File: src/rtl/decode_hazard_ctrl.sv
// Decode-stage hazard controller for the 5-stage LEGv8 pipeline: load-use stalls,
// slow data-memory hold, taken-branch flushes and saturating stall/flush counters.
module decode_hazard_ctrl #(
  parameter int REG_BITS = 5,
  parameter int ZERO_REG = 31,
  parameter int LU_STALL = 1,
  parameter int CNT_W    = 16
) (
  input  logic                clk,
  input  logic                rst_n,
  input  logic                id_valid,
  input  logic [REG_BITS-1:0] id_rn,
  input  logic [REG_BITS-1:0] id_r2,
  input  logic                id_uses_rn,
  input  logic                id_uses_r2,
  input  logic                ex_valid,
  input  logic                ex_mem_read,
  input  logic [REG_BITS-1:0] ex_rd,
  input  logic                mem_br_taken,
  input  logic                dmem_busy,
  output logic                pc_write,
  output logic                ifid_write,
  output logic                idex_bubble,
  output logic                pipe_hold,
  output logic                ifid_flush,
  output logic                idex_flush,
  output logic                exmem_flush,
  output logic [CNT_W-1:0]    stall_cnt,
  output logic [CNT_W-1:0]    flush_cnt
);

  typedef enum logic {RUN, LU_WAIT} state_t;

  localparam logic [REG_BITS-1:0] ZERO    = REG_BITS'(ZERO_REG);
  localparam logic [3:0]          LU_INIT = 4'(LU_STALL - 1);

  state_t     state, state_nxt;
  logic [3:0] lu_cnt, lu_cnt_nxt;
  logic       lu_hit;
  logic       flush_evt;

  always_comb begin
    lu_hit = ex_valid && ex_mem_read && id_valid && (ex_rd != ZERO) &&
             ((id_uses_rn && (id_rn == ex_rd)) || (id_uses_r2 && (id_r2 == ex_rd)));
  end

  // NOTE: sequential state uses non-blocking assignments so every register samples
  // pre-edge values regardless of block ordering.
  always_ff @(posedge clk or negedge rst_n) begin
    if (!rst_n) begin
      state  <= RUN;
      lu_cnt <= '0;
    end else begin
      state  <= state_nxt;
      lu_cnt <= lu_cnt_nxt;
    end
  end

  // NOTE: every comb output gets a default first, so no path leaves it unassigned
  // and no latch is inferred.
  always_comb begin
    state_nxt  = state;
    lu_cnt_nxt = lu_cnt;
    if (dmem_busy) begin
      state_nxt  = state;
    end else if (mem_br_taken) begin
      state_nxt  = RUN;
      lu_cnt_nxt = '0;
    end else if (state == LU_WAIT) begin
      lu_cnt_nxt = lu_cnt - 4'd1;
      if (lu_cnt_nxt == 4'd0) state_nxt = RUN;
    end else if (lu_hit && (LU_STALL > 1)) begin
      state_nxt  = LU_WAIT;
      lu_cnt_nxt = LU_INIT;
    end
  end

  // Mealy outputs; everything is forced low while reset is asserted.
  always_comb begin
    pc_write    = 1'b0;
    ifid_write  = 1'b0;
    idex_bubble = 1'b0;
    pipe_hold   = 1'b0;
    ifid_flush  = 1'b0;
    idex_flush  = 1'b0;
    exmem_flush = 1'b0;
    if (rst_n) begin
      if (dmem_busy) begin
        pipe_hold = 1'b1;
      end else if (mem_br_taken) begin
        pc_write    = 1'b1;
        ifid_write  = 1'b1;
        ifid_flush  = 1'b1;
        idex_flush  = 1'b1;
        exmem_flush = 1'b1;
      end else if ((state == LU_WAIT) || lu_hit) begin
        idex_bubble = 1'b1;
      end else begin
        pc_write   = 1'b1;
        ifid_write = 1'b1;
      end
    end
  end

  assign flush_evt = !dmem_busy && mem_br_taken;

  always_ff @(posedge clk or negedge rst_n) begin
    if (!rst_n) begin
      stall_cnt <= '0;
      flush_cnt <= '0;
    end else begin
      if (!pc_write && (stall_cnt != '1)) stall_cnt <= stall_cnt + 1'b1;
      if (flush_evt && (flush_cnt != '1)) flush_cnt <= flush_cnt + 1'b1;
    end
  end

endmodule

File: config.mk
export PLATFORM = sky130hd
export DESIGN_NAME = decode_hazard_ctrl
export DESIGN_NICKNAME = d
export VERILOG_FILES = /design/src/rtl/decode_hazard_ctrl.sv
export SDC_FILE = /design/constraint.sdc
export NUM_CORES = 1
export LEC_CHECK = 0
export ABC_AREA = 1
export BUFFER_PORTS_ARGS = -buffer_cell sky130_fd_sc_hd__buf_2
export CORE_MARGIN = 5
export CORE_UTILIZATION = 53
export DETAILED_ROUTE_END_ITERATION = 16
export PLACE_DENSITY = 0.82
export SETUP_SLACK_MARGIN = 0.3
export SYNTH_ARGS = -nofsm -noshare
export SYNTH_HDL_FRONTEND = slang
export SYNTH_SLANG_ARGS = --single-unit
File: constraint.sdc
create_clock -name clk -period 2.1 [get_ports clk]
set_input_delay 0.105 -clock clk [delete_from_list [all_inputs] [get_ports clk]]
set_output_delay 0.105 -clock clk [all_outputs]
set_load 0.1 [all_outputs]
==> metrics.csv, run 1 <==
stage,metric,value,unit
worst_setup_path,worst_setup_path_end_kind,flop,
hold_path,min-delay-start,dmem_busy,
die,core,4354,µm²
drt,num_vias,2190,
clocking,clk_pin_slew,70,ps
worst_setup_path,slowest_stage,dfrtp_4,
drt,drtIter0Drc,152,
drt,antenna_left,0,
grt,gr-total-overflow,0,
clocking,cts_buffers,5,
drt,vias_per_cell,5.105,
place,gp_congestion,0.8143,
die,fp-row-count,24,
grt,antenna_found_initial,0,
clocking,h-tree-depth,2,
worst_setup_path,crit_path_start,stall_cnt[0],
clocking,cts_tree,built,
timing,finalCriticalPeriod,1715,ps
worst_setup_path,crit_fanout,17,
logic_synthesis,ys_types,25,
timing,slew_headroom,67.22,%
logic_synthesis,synth-seq-area-share,38.99,%
hold_path,hp-class,in -> reg,
logic_synthesis,syn_avg_cell_area,7.786,µm²
cells_and_area,fin_nets,405,
worst_setup_path,start_kind,flop,
cells_and_area,regArea,980.9,µm²
drt,wl,5422,µm
cells_and_area,finalInstanceArea,3020,µm²
grt,grt_pass1_vias,2040,
worst_setup_path,cpMostUsedCell,nand2_1,
drt,dr.pass1.iters,4,
die,pin_count,63,
worst_setup_path,cp_slowest_stage_delay,440,ps
die,initial_core_util,54.54,%
die,die_h,76.94,µm
timing,rsz0062_at_grt,no,
pwr,power_density,964.9,nW/µm²
timing,slew_viol_final,0,
place,dp_cells,414,
timing,hold_viol,0,
cells_and_area,diodes,0,
grt,grt_util_all_layers,18.25,%
cells_and_area,fill_cells,348,
logic_synthesis,syn_inst,305,
timing,clock_skew,5.192,ps
pwr,p_leak,1.609,nW
clocking,clk-insertion-delay-late,290,ps
timing,fin_crit_sh,81.69,%
worst_setup_path,required,2320,ps
worst_setup_path,critPathKind,reg -> reg,
worst_setup_path,cp.depth,7,
cells_and_area,fin_util,69.37,%
worst_setup_path,r2r_cells,7,
timing,worst_slew_pin_slew,495.1,ps
logic_synthesis,ys_ff_latch,37,
grt,grt_max_degree,38,
cells_and_area,area_delta_synth_final,27.19,%
job,drv_cap,0,
logic_synthesis,ys_warn_count,0,
worst_setup_path,path_delay_family,simple AND/OR/NAND/NOR gates,
logic_synthesis,synthesis.nets,333,
worst_setup_path,crit_arrival,1930,ps
place,post-dp-hpwl,4004,µm
cells_and_area,multi_input_area,1333,µm²
timing,finalSetupViolCount,0,
worst_setup_path,crit_chain,ha_4 > nand3_2 > nor2_4 > nand4_4 > nand2_4 > nand2_1 > nand2_1,
clocking,clock_path_buffers,2,
cells_and_area,fin_cells,429,
timing,fmax,0.5830,GHz
place,port_buffers,62,
status,outcome,"finished, final reports clean",
drt,drc,0,
place,dpl_cell_area,2849,µm²
cells_and_area,layout-drive-gt1-share,41.91,%
pwr,peakVddDrop,1.450,mV
worst_setup_path,worstReg2RegStart,stall_cnt[0],
die,die_w,76.94,µm
hold_path,hold_depth,3,
grt,grt_pass1_wl,9114,µm
clocking,cts.sinks,37,
die,dieArea,5920,µm²
timing,totalNegativeSetupSlack,0,ps
logic_synthesis,syn-cell-area,2375,µm²
worst_setup_path,worst-path-buf-inv,0,
clocking,clockRootBuffer,clkbuf_8,
drt,wl_per_cell,12.64,µm
[kinds of logic after synthesis]
family / share of synthesized area, %
compound gates: 1.844
simple gates: 37.72
fa+ha+maj: 2.108
flops: 38.99
buf+inv: 8.272
xor+xnor: 11.06
[layer usage]
metal,vias to the layer above,routed length [µm],GRT usage (%)
li1,1094,-,-
met1,1027,2349,23.19
met2,63,2712,30.14
met3,6,307,5.152
met4,0,53,5.245
met5,-,0,0
[tightest hold or removal path, cell delays in order]
cell	delay (ps)
buf_2	190
a21oi_1	60
nor2_1	80
[final timing paths]
path                                  to  slack (ps)
max                         stall_cnt[2]         380
min                                state         190
max reg2reg                 stall_cnt[2]         380
min reg2reg                flush_cnt[12]         490
max in group asynchronous   stall_cnt[7]        1290
min in group asynchronous  stall_cnt[11]         460
[per-stage QoR]
step / power, mW / setup WS (ps) / hold slack, ps
floorplan: 2.151 / 318.2 / -190.6
CTS: 2.918 / 318.8 / 189.3
global placement: 2.377 / 340.2 / 236.7
detailed placement: 2.407 / 338.8 / 242.5
finish: 2.915 / 384.6 / 192.2
global route: 3.072 / 288.5 / 203.7
[layout make-up]
type,count,share of cell area [%]
Tap cell,52,2.154
Inverter,39,5.054
Clock buffer,7,2.858
Timing Repair Buffer,70,13.34
Sequential cell,37,32.48
Multi-Input combinational cell,224,44.12
[cells in the final DEF, fill, tap and decap left out]
master,Yosys,routed
nand3_2,2,4
inv_4,0,1
inv_1,33,32
dfrtp_2,0,26
nor4_1,4,4
nor2_2,2,2
nand2_4,3,4
nor3_2,3,3
dlygate4sd3_1,0,1
clkbuf_1,0,1
nand4_4,1,1
buf_12,0,2
ha_1,4,2
o22ai_1,3,3
buf_4,4,7
nand2_2,22,22
nand2_1,79,79
nor2_1,21,21
xnor2_1,9,9
clkbuf_8,0,6
o21ai_0,2,2
inv_2,6,5
nor3_4,0,3
nand3_1,32,30
clkinvlp_4,0,1
xor2_1,21,21
nand4_1,1,1
nor3_1,8,5
buf_2,1,60
nor2_4,3,3
a21oi_1,3,3
dfrtp_4,0,6
dfrtp_1,37,5
ha_4,0,2
[cells in the mapped netlist (all sizes together)]
cell type	instances	area [µm²]
nand3	34	180.2
nand4	2	27.53
a21oi	3	15.01
ha	4	50.05
nor2	26	125.1
xnor2	9	78.83
dfrtp	37	925.9
o22ai	3	18.77
o21ai	2	10.01
inv	39	146.4
nor3	11	70.07
nor4	4	25.02
xor2	21	183.9
nand2	104	467.9
buf	6	50.04
[sequential cells by signal, indices dropped and copies added, names as in the netlist]
signal and cells:
flush_cnt 16, lu_cnt 4, stall_cnt 16, state 1
[power by group]
part / switching, mW / total [mW] / leakage [nW] / internal, mW
Combinational: 1.08 / 1.37 / 1.13 / 0.291
Sequential: 0.177 / 1.05 / 0.435 / 0.870
Clock: 0.240 / 0.500 / 0.0443 / 0.260
Total: 1.49 / 2.91 / 1.61 / 1.42
[timing repair]
item,4_1_cts,5_1_grt
buffers inserted,0,6
hold endpoints to repair,37,0
hold buffers,1,0
setup endpoints to repair,0,6
gates resized for setup,0,5
Power figures use the tool's default switching activity.
==> inputs of run 2 (changes only) <==
--- a/config.mk
+++ b/config.mk
@@ -5,12 +5,12 @@
 export SDC_FILE = /design/constraint.sdc
 export NUM_CORES = 1
 export LEC_CHECK = 0
-export ABC_AREA = 1
+export ABC_AREA = 0
 export BUFFER_PORTS_ARGS = -buffer_cell sky130_fd_sc_hd__buf_2
 export CORE_MARGIN = 5
-export CORE_UTILIZATION = 53
+export CORE_UTILIZATION = 46
 export DETAILED_ROUTE_END_ITERATION = 16
-export PLACE_DENSITY = 0.82
+export PLACE_DENSITY = 0.77
 export SETUP_SLACK_MARGIN = 0.3
 export SYNTH_ARGS = -nofsm -noshare
 export SYNTH_HDL_FRONTEND = slang
==> constraint.sdc (replaced) <==
create_clock -name clk -period 1.46 [get_ports clk]
set_input_delay 0.073 -clock clk [delete_from_list [all_inputs] [get_ports clk]]
set_output_delay 0.073 -clock clk [all_outputs]
set_load 0.1 [all_outputs]
==> metrics.csv, run 2 <==
stage,metric,value,unit
cells_and_area,diodes,0,
cells_and_area,multi_input_area,1444,µm²
logic_synthesis,synthTopCellsByCount,"dfrtp_1, xnor2_1, nand2_1, xor2_1",
cells_and_area,reg_top3,"flush_cnt x16, stall_cnt x16, lu_cnt x4",
logic_synthesis,synth_compound_area_share,6.377,%
timing,finalSetupViolCount,34,
worst_setup_path,start_kind,flop,
pwr,p_leak,1.855,nW
grt,antenna_found_initial,0,
place,port_buffers,62,
timing,totalNegativeSetupSlack,-10330,ps
cells_and_area,fin_nets,372,
place,post-dp-hpwl,4084,µm
cells_and_area,layout-drive-gt1-share,72.17,%
job,drv_cap,0,
logic_synthesis,synth_top_family_by_area,simple AND/OR/NAND/NOR gates,
logic_synthesis,synthesis.nets,225,
logic_synthesis,yosysMostFrequentCell,dfrtp_1,
drt,vias_per_cell,5.652,
timing,slew_viol_final,0,
drt,wl_per_cell,21.66,µm
logic_synthesis,syn_avg_cell_area,10.66,µm²
drt,antenna_left,0,
clocking,h-tree-depth,2,
die,die_w,77.56,µm
die,initial_core_util,47.89,%
drt,num_vias,2244,
cells_and_area,layout_commonest_cell,buf_4,
timing,worst_slew_pin_slew,484.7,ps
clocking,clk-insertion-delay-late,290,ps
timing,fmax,0.5121,GHz
place,dpl_cell_area,3151,µm²
die,core,4384,µm²
logic_synthesis,synth_enable_flop_cells,0,
cells_and_area,fill_cells,133,
logic_synthesis,synthArstFlopShare,100.0,%
die,fp-row-count,24,
grt,grt_util_all_layers,21.93,%
cells_and_area,finalInstanceArea,4101,µm²
grt,grt_pass1_wl,10540,µm
logic_synthesis,synthMuxAreaShare,2.265,%
pwr,power_density,1882,nW/µm²
logic_synthesis,syn-cell-area,2100,µm²
clocking,clk_pin_slew,80,ps
logic_synthesis,synth-adder-area-share,2.384,%
logic_synthesis,ys_ff_latch,37,
grt,grt_max_degree,39,
logic_synthesis,synth_top_area_share,44.10,%
timing,slew_headroom,67.91,%
cells_and_area,area_delta_synth_final,95.35,%
clocking,cts_buffers,5,
logic_synthesis,ys.flop_type,dfrtp_1,
worst_setup_path,worst_setup_path_end_kind,flop,
place,place_ws,-579.4,ps
clocking,cts_tree,built,
logic_synthesis,ys_types,43,
pwr,peakVddDrop,2.595,mV
logic_synthesis,syn_inst,197,
logic_synthesis,synth_xor_xnor_area_share,16.69,%
worst_setup_path,critPathKind,reg -> reg,
drt,wl,8599,µm
hold_path,hp-class,in -> async,
drt,drc,0,
clocking,clockRootBuffer,clkbuf_8,
die,dieArea,6016,µm²
worst_setup_path,required,1670,ps
logic_synthesis,yosys.area.top_type,dfrtp_1,
timing,fin_crit_sh,133.7,%
status,outcome,"complete, but fails checks",
cells_and_area,layout_common_cells,"buf_4, buf_6, buf_12, dfrtp_2, xor2_1",
clocking,cts.sinks,37,
logic_synthesis,ys_warn_count,0,
timing,hold_viol,37,
timing,rsz0062_at_grt,yes,
logic_synthesis,synth_simple_gate_area_share,24.73,%
clocking,clock_path_buffers,2,
status,violations,"hold timing, setup timing",
timing,finalCriticalPeriod,1953,ps
cells_and_area,fin_util,93.55,%
place,gp_congestion,0.8443,
grt,grt_pass1_vias,2164,
timing,clock_skew,5.947,ps
die,die_h,77.56,µm
drt,drtIter0Drc,123,
timing,fin_ws,-492.6,ps
worst_setup_path,crit_fanout,3,
cells_and_area,regArea,993.5,µm²
worst_setup_path,crit_arrival,2170,ps
logic_synthesis,synth-seq-area-share,44.10,%
logic_synthesis,netlist_top_cells_area,"dfrtp_1, xnor2_1, xor2_1",
grt,gr-total-overflow,0,
die,pin_count,63,
drt,dr.pass1.iters,4,
timing,holdWs,-194.9,ps
==> run 2: final cells by class <==
cell class | instances | share of cell area (%)
multi-input combinational | 148 | 35.20
clock buffer | 8 | 2.196
sequential | 37 | 24.22
tap | 52 | 1.586
timing repair buffer | 146 | 36.24
inverter | 6 | 0.5491
==> run 2: cells by family after synthesis <==
group / count (synthesis)
muxes: 4
buffers and inverters: 12
adders and majority gates: 4
and+or+nand+nor: 85
AOI/OAI and AO/OA: 15
DFF: 37
xor gates and xnor gates: 40
==> run 2: final timing paths <==
check / from / endpoint / slack (ps) / depth (start not counted)
hold reg to reg: flush_cnt[13] / flush_cnt[13] / 560 / 2
max in group asynchronous: rst_n / stall_cnt[9] / 1350 / 2
setup / recovery: flush_cnt[1] / flush_cnt[15] / -490 / 7
setup reg to reg: flush_cnt[1] / flush_cnt[15] / -490 / 7
min in group clk: mem_br_taken / lu_cnt[3] / 120 / 3
hold / removal: rst_n / stall_cnt[2] / -190 / 2
==> run 2: through the flow <==
step           power [mW]  std cells  hold slack [ps]
2_1_floorplan       4.401        197           -222.6
3_3_place_gp        5.327        359            185.4
3_5_place_dp        5.402        359            189.6
4_1_cts             7.103        381           -121.1
5_1_grt             7.965        397           -166.5
6_report            7.719        397           -194.9
==> run 2: per-layer routing <==
layer / GRT usage (%) / routed length, µm
met1: 24.12 / 3135
met5: 0 / 0
met4: 7.904 / 466
met2: 40.99 / 4507
met3: 4.745 / 490
==> run 2: report_power, final <==
part	switching (mW)	internal [mW]	total (mW)	leakage (nW)
Clock	0.364	0.385	0.749	0.0455
Combinational	3.14	2.09	5.23	1.38
Sequential	0.338	1.41	1.74	0.426
Total	3.84	3.88	7.72	1.86
==> run 2: worst max-delay path, stage by stage, from the launching register on <==
cell and delay, ps:
dfrtp_4 500, ha_4 170, and4_4 140, and4_4 160, a311oi_4 310, nand4_2 220, nor3_2 190, xor2_1 180
==> run 2: what timing repair did <==
item	CTS	global route
endpoints found under the setup margin	70	66
buffers inserted	14	16
endpoints found under the hold margin	37	37
pin swaps	22	16
gates resized for setup	108	49
==> inputs of run 3 (changes only) <==
--- a/config.mk
+++ b/config.mk
@@ -12,6 +12,7 @@
 export DETAILED_ROUTE_END_ITERATION = 16
 export PLACE_DENSITY = 0.77
 export SETUP_SLACK_MARGIN = 0.3
+export SKIP_LAST_GASP = 1
 export SYNTH_ARGS = -nofsm -noshare
 export SYNTH_HDL_FRONTEND = slang
 export SYNTH_SLANG_ARGS = --single-unit
==> metrics.csv, run 3 (synthesized netlist as in run 2, its figures left out) <==
stage,metric,value,unit
worst_setup_path,crit_arrival,2100,ps
cells_and_area,fill_cells,156,
cells_and_area,regArea,993.5,µm²
worst_setup_path,crit_fanout,3,
drt,dr.pass1.iters,6,
timing,fin_ws,-434.1,ps
clocking,clock_path_buffers,2,
worst_setup_path,crit_chain,ha_4 > and4_4 > and4_4 > a311oi_4 > nand4_2 > nor3_2 > xor2_1,
timing,fmax,0.5279,GHz
cells_and_area,layout_commonest_cell,buf_4,
grt,grt_max_degree,39,
worst_setup_path,slowest_stage,dfrtp_4,
cells_and_area,fin_util,90.18,%
drt,antenna_left,0,
drt,wl,7677,µm
die,initial_core_util,47.89,%
place,place_ws,-579.4,ps
grt,gr-total-overflow,0,
grt,antenna_found_initial,0,
timing,fin_crit_sh,129.7,%
die,die_w,77.56,µm
worst_setup_path,cp-endpoint,flush_cnt[15],
die,die_h,77.56,µm
timing,finalSetupViolCount,34,
place,port_buffers,62,
timing,hold_viol,37,
pwr,p_leak,1.750,nW
timing,finalCriticalPeriod,1894,ps
status,violations,"hold timing, setup timing",
clocking,h-tree-depth,2,
grt,grt_pass1_vias,2164,
worst_setup_path,crit_path_start,flush_cnt[0],
worst_setup_path,reg2reg_to,flush_cnt[15],
timing,clock_skew,15.22,ps
die,pin_count,63,
pwr,peakVddDrop,2.320,mV
cells_and_area,multi_input_area,1410,µm²
timing,holdWs,-204.0,ps
timing,slew_viol_final,0,
place,gp_congestion,0.8443,
cells_and_area,reg_top3,"flush_cnt x16, stall_cnt x16, lu_cnt x4",
pwr,power_density,1886,nW/µm²
worst_setup_path,path_delay_family,simple AND/OR/NAND/NOR gates,
timing,rsz0062_at_grt,yes,
drt,num_vias,2133,
worst_setup_path,cp_slowest_stage_delay,490,ps
place,post-dp-hpwl,4084,µm
cells_and_area,fin_nets,365,
timing,worst_slew_pin_slew,484.6,ps
timing,slew_headroom,67.92,%
worst_setup_path,cpMostUsedCell,and4_4,
clocking,cts.sinks,37,
cells_and_area,area_delta_synth_final,88.32,%
worst_setup_path,worst_setup_path_end_kind,flop,
cells_and_area,diodes,0,
clocking,clk_pin_slew,90,ps
pwr,power,7.457,mW
clocking,cts_buffers,5,
grt,grt_pass1_wl,10520,µm
clocking,clockRootBuffer,clkbuf_8,
worst_setup_path,rrSetupSlack,-430,ps
clocking,clk-insertion-delay-late,300,ps
status,outcome,"complete, but fails checks",
worst_setup_path,r2r_cells,7,
cells_and_area,layout_common_cells,"buf_4, buf_6, buf_2, xnor2_1, buf_12",
job,drv_cap,0,
die,dieArea,6016,µm²
drt,wl_per_cell,19.68,µm
worst_setup_path,worstReg2RegStart,flush_cnt[0],
worst_setup_path,cp.depth,7,
hold_path,hp-class,in -> async,
grt,grt_util_all_layers,21.85,%
drt,drtIter0Drc,139,
worst_setup_path,critPathKind,reg -> reg,
clocking,cts_tree,built,
worst_setup_path,required,1670,ps
die,core,4384,µm²
drt,drc,0,
worst_setup_path,start_kind,flop,
cells_and_area,layout-drive-gt1-share,69.53,%
drt,vias_per_cell,5.469,
worst_setup_path,worst-path-buf-inv,0,
die,fp-row-count,24,
## run 3: cell types whose count changed in the layout (fill, tap and decap cells not counted), moves of 2 or more
cell     before  now
buf_6        44   33
buf_2        16   24
xnor2_1      14   21
xnor2_2       9    2
buf_4        64   60
nor4b_2       2    0
nor4b_4       1    3
## run 3: timing repair
| action | CTS | global route |
|---|---|---|
| pin swaps | 22 | 9 |
| endpoints found under the hold margin | 37 | 37 |
| gates resized for setup | 107 | 30 |
| buffers inserted | 14 | 9 |
| setup endpoints to repair | 70 | 66 |
## run 3: stage by stage
| stage | instance area [µm²] | setup TNS, ps | instances |
|---|---|---|---|
| final | 3954 | -8881 | 390 |
| after global routing | 3954 | -11010 | 390 |
| after CTS | 3751 | -7544 | 381 |
| after detailed placement | 3151 | -10950 | 359 |
| after global placement | 3151 | -9229 | 359 |
| after floorplan | 2336 | -16570 | 197 |
## run 3: worst register-to-register path, stage by stage, from the launching register on
cell,delay (ps)
dfrtp_4,490
ha_4,170
and4_4,140
and4_4,150
a311oi_4,290
nand4_2,210
nor3_2,180
xor2_1,180
## run 3: layout make-up
| cell class | instances | area share, % |
|---|---|---|
| tap | 52 | 1.646 |
| clock buffer | 8 | 2.278 |
| sequential | 37 | 25.13 |
| multi-input combinational | 148 | 35.66 |
| timing repair buffer | 139 | 34.72 |
| inverter | 6 | 0.5696 |
## run 3: how the worst min path moves through the flow
| stage | end | cells after the start |
|---|---|---|
| 2_1_floorplan | flush_cnt[10] | 0 |
| 5_1_grt | stall_cnt[10] | 2 |
| 3_5_place_dp | stall_cnt[3] | 2 |
| 6_report | stall_cnt[10] | 2 |
| 3_3_place_gp | stall_cnt[3] | 2 |
| 4_1_cts | stall_cnt[10] | 2 |
## run 3: metal layers
metal  part of all wire (%)  global-route usage (%)  wire (µm)
met1                     37                   24.12       2836
met5                      0                       0          0
met3                    4.5                   4.630        344
met2                     54                   40.99       4171
met4                    4.2                   7.560        325
## run 3: report_power, final
part / total [mW] / internal, mW / leakage (nW) / switching, mW
combinational: 4.99 / 1.95 / 1.28 / 3.04
sequential: 1.71 / 1.40 / 0.426 / 0.302
clock: 0.761 / 0.386 / 0.0455 / 0.376
